File: src/rtl/bin_frame_tx.sv
// bin_frame_tx: binary video frame transmitter.
// Pulls one bit per active pixel slot from a valid/ready source and emits a
// registered vsync/href/clken/bit stream framed as VSYNC, VBACK, ACTIVE and
// VFRONT line groups. Each line is IMG_HDISP active slots followed by H_BLANK
// slots. One slot lasts CLKEN_DIV clocks, and the slot decision is made on
// the last clock of the slot.
//
// state    | meaning
// ---------+-------------------------------------------------------------
// S_IDLE   | no frame in progress, all outputs quiet, waiting for enable
// S_VSYNC  | V_SYNC lines with vsync asserted
// S_VBACK  | V_BACK blank lines after sync
// S_ACTIVE | IMG_VDISP lines; first IMG_HDISP slots of each carry pixels
// S_VFRONT | V_FRONT blank lines; enable on the last slot chains a new frame
module bin_frame_tx #(
    parameter logic [9:0] IMG_HDISP = 10'd640,
    parameter logic [9:0] IMG_VDISP = 10'd480,
    parameter int          H_BLANK   = 160,
    parameter int          V_SYNC    = 2,
    parameter int          V_BACK    = 33,
    parameter int          V_FRONT   = 10,
    parameter int          CLKEN_DIV = 1
) (
    input  logic clk,
    input  logic rst,
    input  logic enable,
    input  logic s_valid,
    output logic s_ready,
    input  logic s_bit,
    output logic post_frame_vsync,
    output logic post_frame_href,
    output logic post_frame_clken,
    output logic post_img_Bit,
    output logic frame_done,
    output logic underrun
);

    localparam int H_TOTAL = int'(IMG_HDISP) + H_BLANK;
    localparam int V_MAX_A = (V_SYNC > V_BACK) ? V_SYNC : V_BACK;
    localparam int V_MAX_B = (V_FRONT > int'(IMG_VDISP)) ? V_FRONT : int'(IMG_VDISP);
    localparam int V_MAX   = (V_MAX_A > V_MAX_B) ? V_MAX_A : V_MAX_B;

    // One extra code in the pixel counter keeps IMG_HDISP representable even
    // with no horizontal blanking.
    localparam int HW = $clog2(H_TOTAL + 1);
    localparam int VW = (V_MAX > 1) ? $clog2(V_MAX) : 1;
    localparam int DW = (CLKEN_DIV > 1) ? $clog2(CLKEN_DIV) : 1;

    localparam logic [HW-1:0] H_LAST  = HW'(H_TOTAL - 1);
    localparam logic [HW-1:0] H_ACT   = HW'(int'(IMG_HDISP));
    localparam logic [DW-1:0] D_LAST  = DW'(CLKEN_DIV - 1);
    localparam logic [VW-1:0] VS_LAST = VW'(V_SYNC - 1);
    localparam logic [VW-1:0] VB_LAST = VW'(V_BACK - 1);
    localparam logic [VW-1:0] VA_LAST = VW'(int'(IMG_VDISP) - 1);
    localparam logic [VW-1:0] VF_LAST = VW'(V_FRONT - 1);

    typedef enum logic [2:0] {
        S_IDLE,
        S_VSYNC,
        S_VBACK,
        S_ACTIVE,
        S_VFRONT
    } state_t;

    state_t        state;
    logic [DW-1:0] div_cnt;
    logic [HW-1:0] h_cnt;
    logic [VW-1:0] v_cnt;

    logic tick;
    logic act_slot;
    logic slot_go;
    logic v_last;

    // Slot strobe, active-pixel window and last-line detect for the current state.
    always_comb begin
        tick     = (div_cnt == D_LAST);
        act_slot = (state == S_ACTIVE) && (h_cnt < H_ACT);
        slot_go  = tick && act_slot && !rst;
        s_ready  = slot_go;
        v_last   = 1'b0;
        case (state)
            S_VSYNC:  v_last = (v_cnt == VS_LAST);
            S_VBACK:  v_last = (v_cnt == VB_LAST);
            S_ACTIVE: v_last = (v_cnt == VA_LAST);
            S_VFRONT: v_last = (v_cnt == VF_LAST);
            default:  v_last = 1'b0;
        endcase
    end

    // Frame sequencer: slot divider, pixel/line counters, state and registered stream outputs.
    always_ff @(posedge clk) begin
        if (rst) begin
            state            <= S_IDLE;
            div_cnt          <= '0;
            h_cnt            <= '0;
            v_cnt            <= '0;
            post_frame_vsync <= 1'b0;
            post_frame_href  <= 1'b0;
            post_frame_clken <= 1'b0;
            post_img_Bit     <= 1'b0;
            frame_done       <= 1'b0;
            underrun         <= 1'b0;
        end else begin
            post_frame_vsync <= (state == S_VSYNC);
            post_frame_href  <= act_slot;
            post_frame_clken <= slot_go;
            // A stalled source still gets its clken pulse, with the bit forced low.
            post_img_Bit     <= slot_go && s_valid && s_bit;
            frame_done       <= 1'b0;

            // A fresh stall wins over the VSYNC clear.
            if (slot_go && !s_valid) begin
                underrun <= 1'b1;
            end else if (state == S_VSYNC) begin
                underrun <= 1'b0;
            end

            div_cnt <= tick ? '0 : div_cnt + 1'b1;

            case (state)
                S_IDLE: begin
                    if (enable) begin
                        state   <= S_VSYNC;
                        div_cnt <= '0;
                        h_cnt   <= '0;
                        v_cnt   <= '0;
                    end
                end
                default: begin
                    if (tick) begin
                        if (h_cnt == H_LAST) begin
                            h_cnt <= '0;
                            if (v_last) begin
                                v_cnt <= '0;
                                case (state)
                                    S_VSYNC:  state <= S_VBACK;
                                    S_VBACK:  state <= S_ACTIVE;
                                    S_ACTIVE: state <= S_VFRONT;
                                    default: begin
                                        // Last slot of VFRONT: the divider wraps to 0
                                        // on this same strobe, so a chained VSYNC
                                        // starts with a cleared divider.
                                        frame_done <= 1'b1;
                                        state      <= enable ? S_VSYNC : S_IDLE;
                                    end
                                endcase
                            end else begin
                                v_cnt <= v_cnt + 1'b1;
                            end
                        end else begin
                            h_cnt <= h_cnt + 1'b1;
                        end
                    end
                end
            endcase
        end
    end

endmodule

File: config.mk
export PLATFORM = sky130hd
export DESIGN_NAME = bin_frame_tx
export DESIGN_NICKNAME = d
export VERILOG_FILES = /design/src/rtl/bin_frame_tx.sv
export SDC_FILE = /design/constraint.sdc
export NUM_CORES = 1
export LEC_CHECK = 0
export BUFFER_PORTS_ARGS = -buffer_cell sky130_fd_sc_hd__buf_2
export CAP_MARGIN = 0
export CORE_MARGIN = 1.5
export CORE_UTILIZATION = 64
export CTS_CLUSTER_DIAMETER = 80
export DETAILED_ROUTE_END_ITERATION = 10
export GPL_TIMING_DRIVEN = 0
export PLACE_DENSITY = 0.83
export SYNTH_ARGS = -nofsm -noshare
export SYNTH_HDL_FRONTEND = slang
export SYNTH_SLANG_ARGS = --single-unit
File: constraint.sdc
create_clock -name clk -period 6.5 [get_ports clk]
set_input_delay 0.65 -clock clk [delete_from_list [all_inputs] [get_ports clk]]
set_output_delay 0.65 -clock clk [all_outputs]
set_load 0.1 [all_outputs]
==> key figures <==
Status
  – Status: completed

Yosys
  – Largest family of logic cells by synthesized area: compound AO/OA/AOI/OAI gates
  – Yosys warns: 0
  – Area leader, netlist: dfxtp_1
  – Post-synth top area share: 32.80%
  – Average cell area after synthesis: 8.378 um2
  – Xor and xnor area share after synthesis: 0.5124%
  – Seq/Total Area, Yosys: between 30% and 40%
  – Ys flop type: dfxtp_1
  – Yosys reg bits: 28
  – Synth Area in Compound Gates: 29.21%
  – Syn Nets: 211
  – Post-synthesis mux area share: 0%
  – Post-synth EDFFs: 0
  – Post-synthesis adder-cell area fraction: 1.464%
  – Mapped cell area: 1709 um2
  – Cells after synthesis: about 200
  – Asr flop ratio synth: 0%
  – Synth cell types: a little under 60
  – Synth area leaders: dfxtp_1 33%, nor2_1 4.8%, a21oi_1 4.7%, o2111ai_1 4.1%, nand2_1 2.9%
  – Simple logic cell fraction of the synthesized area: 28.62%

Final layout
  – Layout cells sized above 1: 15.98%
  – Synthesis-to-finish area growth: 8.492%
  – N_diodes: 0
  – Layout fillers: 194
  – Nets@finish: about 230
  – Final design area excluding fillers: 1854 um2

Setup path
  – CP max stage cell: nor4_1
  – CP Max Fanout: 10
  – Critical path's most frequent cell: o31a_1
  – CP startpoint kind: register
  – Crit path required time: 6.74 ns
  – WP data arrival: 2.77 ns
  – Crit-path max cell delay: a little under 0.6 ns
  – WS Path Type: register to register
  – Worst-path cell chain: ha_1 > nand4_1 > nor4_1 > nor2_1 > buf_2 > o31a_1 > o31a_1
  – Nature of the critical path endpoint: register

Floorplan
  – Die Y: 54.68 um
  – Cell Rows: 18
  – Core Footprint: 2500 um2
  – Die footprint: between 2000 and 3000 um2
  – Top Ports: 12
  – Die width: 54.68 um
  – Initial Util: 68.37%

Clock network
  – Clock Tree Root: clkbuf_4
  – Post-CTS setup buffers: 0
  – CTS tree: done
  – Reg clk slew, reported paths: approximately 0.16 ns
  – Post_cts resized: 0
  – H-Tree Depth: 1
  – Clk buf depth: 2
  – Clock Latency Late Sink: 0.33 ns
  – Num CTS Buffers: 3
  – Clock Sinks: 28
  – Hold_buf cts: 0

Pwr
  – P_leak: 0.6390 nW
  – Tot Pwr: 0.3455 mW
  – Cell Pwr Density: 186.3 nW/um2
  – Worst vdd rail ir drop: between 0.00015 and 0.0002 V

Timing
  – Final setup vio count: 0
  – Clock skew: around 0.0047 ns
  – Fmax: between 0.3 and 0.4 GHz
  – Slew Viols, Final: 0
  – Hold_ws: between 0.5 and 0.6 ns
  – Worst slew margin relative to its limit: between 50 and 60%
  – Slew @ Worst Pin: 0.6186 ns
  – Final Hold Fails: 0
  – Final Critical Period: approximately 2.5 ns
  – Setup TNS: 0 ns
  – RSZ-0062 raised after global routing: no
  – Fin crit share: 38.96%

Route
  – Avg WL per Cell: 16.43 um
  – TritonRoute pass-1 iters: 4
  – DR DRC count: 0
  – Avg Vias per Cell: 6.787
  – Initial DRC Count: 67
  – Final ANT Viol Nets: 0
  – Final wirelength: 4091 um
  – DR vias: 1,690

Hold path
  – Worst Hold Class: register to register

GRT
  – Vias in the first global route: 1,537
  – Largest net degree at the start of global routing: 17
  – Grt total ovfl: 0
  – Total Routing Usage GR: 30.24%
  – Initial antenna violation count: 0
  – First-pass GRT wire length: 6720 um

Placed design
  – Post-DP Area: about 1800 um2
  – HPWL after DPL: 2964 um
  – Buffers added on ports: 11
  – Final GP Congestion: 0.9260

Job
  – Max_cap viols: 0
[logic make-up after synthesis]
logic type | count (synthesis)
buffers and inverters | 25
adder cells (fa/ha/maj) | 2
AND/OR/NAND/NOR | 82
flip-flops | 28
AO/OA/AOI/OAI | 66
XOR/XNOR | 1
[layer usage]
layer	wire (um)	GRT usage, %	share of wire (%)	vias up
met5	0	0	0	-
met4	55	6.250	1.3	0
met3	311	2.732	7.6	12
met2	2010	55.36	49	85
met1	1713	37.94	42	778
li1	-	-	-	815
[final cells by class]
cell class / instances / area, um2 / area share (%)
clock buffer: 3 / 22.52 / 1.215
clock inverter: 1 / 30.03 / 1.619
multi-input combinational: 151 / 1022 / 55.13
sequential: 28 / 560.5 / 30.23
timing repair buffer: 11 / 55.05 / 2.969
inverter: 10 / 37.54 / 2.024
buffer: 15 / 88.84 / 4.791
tap: 30 / 37.54 / 2.024
[cells in the mapped netlist (4+ instances only)]
cell type  count
o21ai_0        9
a21oi_1       16
inv_1         10
nor2_1        22
nor4_1         5
o2111ai_1      8
clkbuf_1       7
nand4_1        4
a2111oi_0      4
and3_1         4
buf_4          4
a22oi_1        4
dfxtp_1       28
or3_1          4
nand3_1        7
nand2_1       13
[stage by stage]
stage | setup slack (ns) | instances | util (%)
final | 3.967 | 249 | 74.17
after global routing | 3.825 | 249 | 74.17
after CTS | 4.021 | 249 | 74.17
after detailed placement | 4.046 | 245 | 72.07
after global placement | 4.095 | 245 | 72.07
after floorplan | 3.756 | 204 | -
[sequential cells by signal (all words and copies together) (netlist names)]
register          cells
post_frame_href       1
h_cnt                10
frame_done            1
post_frame_clken      1
post_frame_vsync      1
state                 3
underrun              1
post_img_Bit          1
v_cnt                 9
[worst max-delay path: cells and delay by family, from the launching register on]
family / cells / cell delay [ns]
and+or+nand+nor: 3 / 0.97
AOI/OAI and AO/OA: 2 / 0.55
DFF: 1 / 0.42
adders and majority gates: 1 / 0.26
buffers and inverters: 1 / 0.23
[placed cells by master (no fill, tap or decap), types with 3 or more instances in the layout]
master      n
a2111oi_0   4
a21oi_1    16
a22oi_1     4
and3_1      4
buf_2      13
buf_4       4
clkbuf_1    7
clkbuf_4    3
dfxtp_1    28
inv_1      10
nand2_1    13
nand3_1     7
nand4_1     4
nor2_1     22
nor2b_1     3
nor4_1      5
o2111ai_1   8
o211ai_1    3
o21ai_0     9
or3_1       4
[power by group]
group | total (mW) | switching [mW] | internal, mW
Combinational | 0.0522 | 0.0346 | 0.0175
Clock | 0.115 | 0.0526 | 0.0623
Sequential | 0.178 | 0.00335 | 0.175
[path summary, 6_finish.rpt]
kind | from | to | slack, ns | depth (start not counted)
min reg2reg | underrun | underrun | 0.53 | 1
max reg2reg | h_cnt[0] | state[0] | 3.97 | 7
min | underrun | underrun | 0.53 | 1
max | h_cnt[0] | state[0] | 3.97 | 7
No activity file was read; power rests on OpenSTA's default activity.
